[src/rtl/home_pkg.sv]
// Shared types and default constants for the smart-home automation blocks.
// Holds the exterior-light channel state encoding and its default thresholds.
package home_pkg;

   typedef enum logic [1:0] {
      ST_OFF      = 2'd0,
      ST_PEND_ON  = 2'd1,
      ST_ON       = 2'd2,
      ST_PEND_OFF = 2'd3
   } light_state_t;

   localparam int DEF_LUM_W      = 8;
   localparam int DEF_ON_THRESH  = 30;
   localparam int DEF_OFF_THRESH = 60;
   localparam int DEF_DEBOUNCE   = 4;
   localparam int DEF_HOLD       = 16;

endpackage

[src/rtl/ext_light_ch.sv]
// One exterior-light channel: hysteresis thresholds, debounce, minimum on-time,
// enable/force overrides and a registered lamp output.
module ext_light_ch
   import home_pkg::*;
#(
   parameter int LUM_W      = DEF_LUM_W,
   parameter int ON_THRESH  = DEF_ON_THRESH,
   parameter int OFF_THRESH = DEF_OFF_THRESH,
   parameter int DEBOUNCE   = DEF_DEBOUNCE,
   parameter int HOLD       = DEF_HOLD
) (
   input  logic             clk,
   input  logic             rst,
   input  logic [LUM_W-1:0] lum,
   input  logic             en,
   input  logic             force_on,
   output logic             light,
   output light_state_t     state
);

   localparam int DW = $clog2(DEBOUNCE + 1);
   localparam int HW = $clog2(HOLD + 1);

   localparam logic [LUM_W-1:0] ON_T      = LUM_W'(ON_THRESH);
   localparam logic [LUM_W-1:0] OFF_T     = LUM_W'(OFF_THRESH);
   localparam logic [DW-1:0]    DCNT_LAST = DW'(DEBOUNCE - 1);
   localparam logic [HW-1:0]    HCNT_MAX  = HW'(HOLD);

   light_state_t    state_n;
   logic [DW-1:0]   dcnt, dcnt_n;
   logic [HW-1:0]   hcnt, hcnt_n;
   logic            light_n;
   logic            dark, bright;

   // Equality with either threshold is deliberately neither dark nor bright.
   assign dark   = (lum < ON_T);
   assign bright = (lum > OFF_T);

   always_comb begin
      state_n = state;
      dcnt_n  = dcnt;
      hcnt_n  = hcnt;
      if (!en) begin
         state_n = ST_OFF;
         dcnt_n  = '0;
         hcnt_n  = '0;
      end else begin
         case (state)
            ST_OFF: begin
               if (dark) begin
                  state_n = ST_PEND_ON;
                  dcnt_n  = DW'(1);
               end
            end
            ST_PEND_ON: begin
               if (!dark) begin
                  state_n = ST_OFF;
                  dcnt_n  = '0;
               end else if (dcnt == DCNT_LAST) begin
                  state_n = ST_ON;
                  dcnt_n  = '0;
                  hcnt_n  = '0;
               end else begin
                  dcnt_n = dcnt + DW'(1);
               end
            end
            ST_ON: begin
               if (hcnt != HCNT_MAX) hcnt_n = hcnt + HW'(1);
               // Bright only counts once the minimum on-time has elapsed.
               if (bright && hcnt == HCNT_MAX) begin
                  state_n = ST_PEND_OFF;
                  dcnt_n  = DW'(1);
               end
            end
            ST_PEND_OFF: begin
               if (!bright) begin
                  state_n = ST_ON;
                  dcnt_n  = '0;
               end else if (dcnt == DCNT_LAST) begin
                  state_n = ST_OFF;
                  dcnt_n  = '0;
               end else begin
                  dcnt_n = dcnt + DW'(1);
               end
            end
            default: begin
               state_n = ST_OFF;
               dcnt_n  = '0;
               hcnt_n  = '0;
            end
         endcase
      end
      light_n = en & (force_on | (state_n == ST_ON) | (state_n == ST_PEND_OFF));
   end

   always_ff @(posedge clk or posedge rst) begin
      if (rst) begin
         state <= ST_OFF;
         dcnt  <= '0;
         hcnt  <= '0;
         light <= 1'b0;
      end else begin
         state <= state_n;
         dcnt  <= dcnt_n;
         hcnt  <= hcnt_n;
         light <= light_n;
      end
   end

endmodule

[src/rtl/ext_lights_multi.sv]
// Multi-channel exterior-lighting controller: N_CH independent channels plus a
// popcount of lit lamps. Ch_state exposes each channel's FSM state (2 bits each).
module ext_lights_multi
   import home_pkg::*;
#(
   parameter int N_CH       = 4,
   parameter int LUM_W      = DEF_LUM_W,
   parameter int ON_THRESH  = DEF_ON_THRESH,
   parameter int OFF_THRESH = DEF_OFF_THRESH,
   parameter int DEBOUNCE   = DEF_DEBOUNCE,
   parameter int HOLD       = DEF_HOLD
) (
   input  logic                        CLK,
   input  logic                        Reset,
   input  logic [N_CH*LUM_W-1:0]       Lum_sen,
   input  logic [N_CH-1:0]             Ch_en,
   input  logic [N_CH-1:0]             Force_on,
   output logic [N_CH-1:0]             Ext_light,
   output logic [$clog2(N_CH+1)-1:0]   Lit_cnt,
   output logic [2*N_CH-1:0]           Ch_state
);

   localparam int CW = $clog2(N_CH + 1);

   for (genvar g = 0; g < N_CH; g++) begin : g_ch
      light_state_t ch_state;

      ext_light_ch #(
         .LUM_W      (LUM_W),
         .ON_THRESH  (ON_THRESH),
         .OFF_THRESH (OFF_THRESH),
         .DEBOUNCE   (DEBOUNCE),
         .HOLD       (HOLD)
      ) u_ch (
         .clk      (CLK),
         .rst      (Reset),
         .lum      (Lum_sen[g*LUM_W +: LUM_W]),
         .en       (Ch_en[g]),
         .force_on (Force_on[g]),
         .light    (Ext_light[g]),
         .state    (ch_state)
      );

      assign Ch_state[2*g +: 2] = ch_state;
   end

   always_comb begin
      Lit_cnt = '0;
      for (int i = 0; i < N_CH; i++) begin
         Lit_cnt = Lit_cnt + CW'(Ext_light[i]);
      end
   end

endmodule

[config.mk]
export PLATFORM = sky130hd
export DESIGN_NAME = ext_lights_multi
export DESIGN_NICKNAME = d
export VERILOG_FILES = /design/src/rtl/home_pkg.sv /design/src/rtl/ext_light_ch.sv /design/src/rtl/ext_lights_multi.sv
export SDC_FILE = /design/constraint.sdc
export NUM_CORES = 1
export LEC_CHECK = 0
export BUFFER_PORTS_ARGS = -buffer_cell sky130_fd_sc_hd__buf_4
export CAP_MARGIN = 20
export CORE_UTILIZATION = 40
export CTS_CLUSTER_SIZE = 25
export DETAILED_ROUTE_END_ITERATION = 12
export GPL_ROUTABILITY_DRIVEN = 0
export PLACE_DENSITY = 0.67
export SYNTH_ARGS = -nofsm -noshare
export SYNTH_HDL_FRONTEND = slang
export SYNTH_SLANG_ARGS = --single-unit
[constraint.sdc]
create_clock -name CLK -period 1.9 [get_ports CLK]
set_input_delay 0.38 -clock CLK [delete_from_list [all_inputs] [get_ports CLK]]
set_output_delay 0.38 -clock CLK [all_outputs]
set_load 0.02 [all_outputs]
==> results of run 1 <==
==> what timing repair did <==
action | in CTS | in global routing
setup endpoints to repair | 3 | 3
setup buffers | 2 | 1
pin swaps | 1 | 0
resized for setup | 9 | 0
==> sequential cells by signal, indices dropped and copies added, names as in the netlist <==
signal / cells
g_ch.u_ch.dcnt: 12
g_ch.u_ch.state: 8
g_ch.u_ch.light: 4
g_ch.u_ch.hcnt: 20
==> cell usage after synthesis, types with 4 or more instances <==
| cell type | n | area share, % |
|---|---|---|
| a21boi_0 | 6 | 1.7 |
| a21oi_1 | 9 | 1.7 |
| and2_1 | 4 | 0.92 |
| and3b_1 | 8 | 2.6 |
| buf_4 | 4 | 1.1 |
| dfrtp_1 | 44 | 40 |
| ha_1 | 14 | 6.4 |
| inv_1 | 17 | 2.3 |
| nand2_1 | 21 | 2.9 |
| nand3_1 | 21 | 3.9 |
| nand4_1 | 5 | 1.1 |
| nor2_1 | 21 | 2.9 |
| nor2b_1 | 6 | 1.4 |
| nor3_1 | 7 | 1.3 |
| o21a_1 | 8 | 2.2 |
| o21ai_0 | 17 | 3.1 |
| o2bb2ai_1 | 4 | 1.3 |
| xor2_1 | 9 | 2.9 |
==> power breakdown <==
group	switching, mW	total (mW)	leakage [nW]	internal, mW
Combinational	0.126	0.255	0.953	0.128
Clock	0.314	0.704	0.0552	0.390
Sequential	0.0116	0.958	0.608	0.946
Total	0.452	1.92	1.62	1.47
==> metal layers <==
layer  up-vias  wire (um)  global-route usage (%)
li1       1165          -                       -
met1      1056       2580                    21.1
met2        44       2700                    29.3
met3         5        258                    3.93
met4         0         41                    4.93
met5         -          0                       0
==> worst reg2reg max path: stages (launching register included) <==
cell,delay [ns]
dfrtp_1,0.39
inv_1,0.07
ha_1,0.19
and4bb_2,0.26
or2_2,0.28
a211oi_1,0.24
a211oi_1,0.07
==> through the flow <==
stage                     TNS [ns]  instances
after floorplan                  0        286
after global placement     -0.0210        415
after detailed placement   -0.0669        415
after CTS                   -0.679        425
after global routing        -0.879        426
final                       -0.644        426
==> final timing paths <==
kind	startpoint	to	slack, ns	depth (start not counted)
worst max-delay path	g_ch[3].u_ch.light	Lit_cnt[1]	-0.30	6
worst min-delay path	Reset	g_ch[3].u_ch.dcnt[2]	0.22	3
worst max register to register	g_ch[3].u_ch.hcnt[0]	g_ch[3].u_ch.dcnt[0]	0.28	6
worst min register to register	g_ch[3].u_ch.dcnt[0]	g_ch[3].u_ch.dcnt[0]	0.50	1
max in group asynchronous	Reset	g_ch[3].u_ch.state[0]	1.30	3
min in group CLK	Force_on[1]	g_ch[1].u_ch.light	0.30	2
==> kinds of logic after synthesis <==
kind of cell               count (synthesis)  synth area share [%]
adders and majority gates                 15                  7.18
and+or+nand+nor                          118                  25.6
xor gates and xnor gates                  10                  3.22
DFF                                       44                  40.5
AOI/OAI and AO/OA                         73                  19.4
buffers and inverters                     26                  4.14
==> layout make-up <==
cell class              instances  area share (%)
multi-input cells             216            45.2
flip-flops and latches         44            32.5
repair buffers                 63            14.3
well taps                      77            2.84
clock buffers                   6            2.14
inverters                      18            1.99
clock inverters                 2            1.03
==> reports/qor.csv, run 1 <==
stage;metric;value;unit
grt;first_global_vias;2262;
synthesis;syn_inst;286;
cells_and_area;area_growth;24.6;%
cells_and_area;multi_input_area;0.00153;mm2
placed_design;dpl.hpwl;4310;um
cells_and_area;layout.cells.most_common;buf_4;
grt;antenna_found_initial;0;
cells_and_area;seqCellArea;0.00110;mm2
cells_and_area;final_cell_area;0.00339;mm2
power_and_ir_drop;peakVddDrop;385;uV
worst_setup_path;worst-path-buf-inv;3;
clock_network;cts.sinks;44;
synthesis;synth.cell_area;0.00272;mm2
cells_and_area;antenna_cells;0;
synthesis;synth_edf_count;0;
sta;worst_pin_slew;0.558;ns
synthesis;synth_fp_nets;343;
grt;globalRouteOverflowTotal;0;
worst_hold_path;hp-class;input port to async pin;
job;cap_viol_max_count;0;
floorplanning;rows;29;
sta;drv_slew;0;
routing;wl;5580;um
worst_setup_path;startpoint_type;flip-flop;
routing;drtAntennaViolNets;0;
power_and_ir_drop;total_leakage_power;1.62;nW
sta;period_share;116;%
grt;grtUsageTotal;16.9;%
power_and_ir_drop;p_total;1.92;mW
sta;worst_slew_margin_rel;62.8;%
synthesis;ys_ff_latch;44;
synthesis;async_reset_ff_share;100;%
cells_and_area;drive_gt1_share;24.4;%
routing;drt_pass1_iterations;8;
clock_network;clkLatencyLatePin;0.29;ns
placed_design;port_buffers;56;
clock_network;hold_buffers;0;
floorplanning;dieArea;0.00713;mm2
sta;hold_viol_final;0;
grt;grt_max_degree;45;
synthesis;synth_area_per_cell;9.51;um2
worst_setup_path;crit_arrival;1.82;ns
worst_setup_path;critPathMaxStageDelay;0.55;ns
outcome;status;complete, but fails checks;
routing;via_per_inst;5.33;
floorplanning;io-pin-count;57;
clock_network;cts_made_buffers;5;
sta;rsz0062_at_grt;yes;
grt;grt_pass1_wl;9780;um
routing;post_drt_wl_per_cell;13.1;um
sta;setup_slack;-0.296;ns
sta;clock.fmax;455;MHz
worst_setup_path;crit_path_cell_trace;inv_2 -> fa_1 -> inv_2 -> ha_4 -> ha_4 -> buf_6;
clock_network;cts_tree;done;
sta;clock_skew;0.00560;ns
sta;final-setup-viol-count;3;
clock_network;cts.clk_slew.worst_paths;0.08;ns
worst_setup_path;crit_required;1.52;ns
floorplanning;coreArea;0.00646;mm2
placed_design;placed_cell_area;0.00322;mm2
floorplanning;die_y;84.5;um
sta;post-route-min-period;2.20;ns
worst_setup_path;crit_family;adder cells;
synthesis;synth_ff_type;dfrtp_1;
synthesis;synth_warnings;0;
sta;holdWs;0.217;ns
routing;drc_errors;7;
routing;vias;2270;
cells_and_area;fin_nets;405;
floorplanning;start_util;42.1;%
synthesis;ys_seq_area_share;40.5;%
cells_and_area;final_cell_mix;60 x buf_4, 44 x dfrtp_1, 21 x nand3_1, 21 x nand2_1, 21 x nor2_1;
cells_and_area;fin_util;52.5;%
power_and_ir_drop;power_density;566;mW/mm2
cells_and_area;fillers;619;
clock_network;cts-root-buf;clkbuf_8;
floorplanning;die_w;84.5;um
worst_setup_path;critPathKind;flip-flop to output port;
routing;drtIter0Drc;96;
synthesis;ys_types;57;
worst_setup_path;worst_setup_path_end_kind;output port;
placed_design;pre_cts_slack;-0.0669;ns
outcome;violations;design-rule violations, negative setup slack;
clock_network;cts_buffer_depth;2;
clock_network;htree_levels;2;
worst_setup_path;cpMaxStageDelayCell;fa_1;
worst_setup_path;crit_path_max_fanout;2;
Power figures use the tool's default switching activity.
==> run 2, diff against run 1 <==
--- a/config.mk
+++ b/config.mk
@@ -11,7 +11,9 @@
 export CTS_CLUSTER_SIZE = 25
 export DETAILED_ROUTE_END_ITERATION = 12
 export GPL_ROUTABILITY_DRIVEN = 0
+export MAX_ROUTING_LAYER = met4
 export PLACE_DENSITY = 0.67
+export SETUP_SLACK_MARGIN = 0.02
 export SYNTH_ARGS = -nofsm -noshare
 export SYNTH_HDL_FRONTEND = slang
 export SYNTH_SLANG_ARGS = --single-unit
==> reports/qor.csv, run 2 (synthesis results as in run 1) <==
stage;metric;value;unit
floorplanning;start_util;42.1;%
routing;drtAntennaViolNets;0;
floorplanning;die_w;84.5;um
cells_and_area;area_growth;24.6;%
sta;post-route-min-period;2.20;ns
sta;rsz0062_at_grt;yes;
clock_network;cts_tree;done;
worst_setup_path;startpoint_type;flip-flop;
cells_and_area;layout.cells.most_common;buf_4;
grt;grt_pass1_wl;9800;um
placed_design;pre_cts_slack;-0.0669;ns
clock_network;cts_buffer_depth;2;
cells_and_area;drive_gt1_share;24.4;%
outcome;violations;design-rule violations, negative setup slack;
cells_and_area;fillers;619;
power_and_ir_drop;swShare;23.5;%
sta;worst_pin_slew;0.553;ns
clock_network;htree_levels;2;
sta;clock.fmax;455;MHz
cells_and_area;multi_input_area;0.00153;mm2
sta;hold_viol_final;0;
worst_setup_path;rr_worst_depth;6;
cells_and_area;final_cell_area;0.00339;mm2
cells_and_area;final_cell_mix;60 x buf_4, 44 x dfrtp_1, 21 x nand3_1, 21 x nand2_1, 21 x nor2_1;
cells_and_area;fin_util;52.5;%
placed_design;dpl.hpwl;4310;um
cells_and_area;antenna_cells;0;
clock_network;clkLatencyLatePin;0.29;ns
floorplanning;coreArea;0.00646;mm2
clock_network;cts-root-buf;clkbuf_8;
power_and_ir_drop;p_int;1.47;mW
power_and_ir_drop;total_leakage_power;1.62;nW
clock_network;cts_made_buffers;5;
placed_design;port_buffers;56;
routing;drtIter0Drc;99;
worst_setup_path;critPathKind;flip-flop to output port;
routing;drt_pass1_iterations;8;
grt;grtUsageTotal;17.4;%
sta;final-setup-viol-count;3;
cells_and_area;seqCellArea;0.00110;mm2
worst_setup_path;crit_required;1.52;ns
floorplanning;rows;29;
clock_network;cts.sinks;44;
sta;worst_slew_margin_rel;63.1;%
grt;grt_max_degree;45;
routing;drc_errors;7;
grt;globalRouteOverflowTotal;0;
cells_and_area;fin_cells;426;
floorplanning;die_y;84.5;um
power_and_ir_drop;clkPwrFrac;36.7;%
sta;holdWs;0.223;ns
grt;antenna_found_initial;0;
power_and_ir_drop;peakVddDrop;378;uV
worst_hold_path;hp-class;input port to async pin;
placed_design;dp.cells;415;
grt;first_global_vias;2258;
worst_setup_path;crit_path_cell_trace;inv_2 -> fa_1 -> inv_2 -> ha_4 -> ha_4 -> buf_6;
routing;via_per_inst;5.35;
worst_setup_path;critPathMaxStageDelay;0.55;ns
job;cap_viol_max_count;0;
power_and_ir_drop;comb_power_share;13.3;%
sta;clock_skew;0.00824;ns
worst_setup_path;r2r-end;g_ch[3].u_ch.dcnt[0];
routing;vias;2279;
power_and_ir_drop;power_density;565;mW/mm2
routing;post_drt_wl_per_cell;13.1;um
sta;period_share;116;%
cells_and_area;top_regs;g_ch.u_ch.hcnt: 20 flops, g_ch.u_ch.dcnt: 12 flops, g_ch.u_ch.state: 8 flops;
clock_network;hold_buffers;0;
power_and_ir_drop;seqPwrFrac;50.0;%
cells_and_area;largest_reg_flops;20;
power_and_ir_drop;p_total;1.91;mW
floorplanning;io-pin-count;57;
sta;tns;-0.648;ns
floorplanning;dieArea;0.00713;mm2
cells_and_area;regMostFlops;g_ch.u_ch.hcnt;
sta;setup_slack;-0.297;ns
worst_setup_path;r2r-start;g_ch[3].u_ch.hcnt[0];
worst_setup_path;worst_setup_path_end_kind;output port;
worst_setup_path;crit_path_max_fanout;2;
clock_network;cts.clk_slew.worst_paths;0.08;ns
worst_setup_path;ff2ff_setup_slack;0.28;ns
routing;wl;5600;um
worst_setup_path;crit_arrival;1.82;ns
power_and_ir_drop;switchingPower;450;uW
sta;drv_slew;0;
cells_and_area;fin_nets;405;
worst_setup_path;cpMaxStageDelayCell;fa_1;
outcome;status;complete, but fails checks;
placed_design;placed_cell_area;0.00322;mm2
run 2: cell counts in the layout (fill, tap and decap cells not counted):
No cell type changed its count.
run 2: area by class of cell:
| class | count | share of cell area [%] |
|---|---|---|
| clock buffers | 6 | 2.14 |
| well taps | 77 | 2.84 |
| flip-flops and latches | 44 | 32.5 |
| inverters | 18 | 1.99 |
| repair buffers | 63 | 14.3 |
| clock inverters | 2 | 1.03 |
| multi-input cells | 216 | 45.2 |
run 2: worst max-delay path: cells and delay by family, from the launching register on:
family / cells / cell delay, ns
buffers and inverters: 3 / 0.21
adder cells (fa/ha/maj): 3 / 0.96
flip-flops: 1 / 0.36
run 2: how the worst max path moves through the flow:
stage	from	endpoint	slack (ns)	cells past startpoint
finish	g_ch[3].u_ch.light	Lit_cnt[1]	-0.30	6
global placement	g_ch[0].u_ch.light	Lit_cnt[1]	-0.02	6
detailed placement	g_ch[0].u_ch.light	Lit_cnt[1]	-0.07	6
global route	g_ch[3].u_ch.light	Lit_cnt[1]	-0.38	6
floorplan	g_ch[0].u_ch.light	Lit_cnt[1]	0.06	5
CTS	g_ch[3].u_ch.light	Lit_cnt[1]	-0.31	6
run 2: repair_timing:
action,CTS,global route
setup buffers,2,1
gates resized for setup,9,0
endpoints found under the setup margin,3,3
pin swaps,1,0
run 2: power by group through the flow:
stage,registers [mW],logic (mW),clock network (mW)
after floorplan,0.976,0.116,0
after global placement,0.976,0.233,0
after detailed placement,0.976,0.237,0
after CTS,0.958,0.257,0.725
after global routing,0.960,0.281,0.753
final,0.958,0.255,0.702
run 2: per-layer routing:
metal	GRT usage, %	vias to the layer above	share of wire [%]	wire (um)
met5	-	-	0	0
met3	4.03	8	4.7	264
met4	4.62	0	0.93	52
met1	21.1	1057	46	2600
met2	29.4	48	48	2690
li1	-	1166	-	-
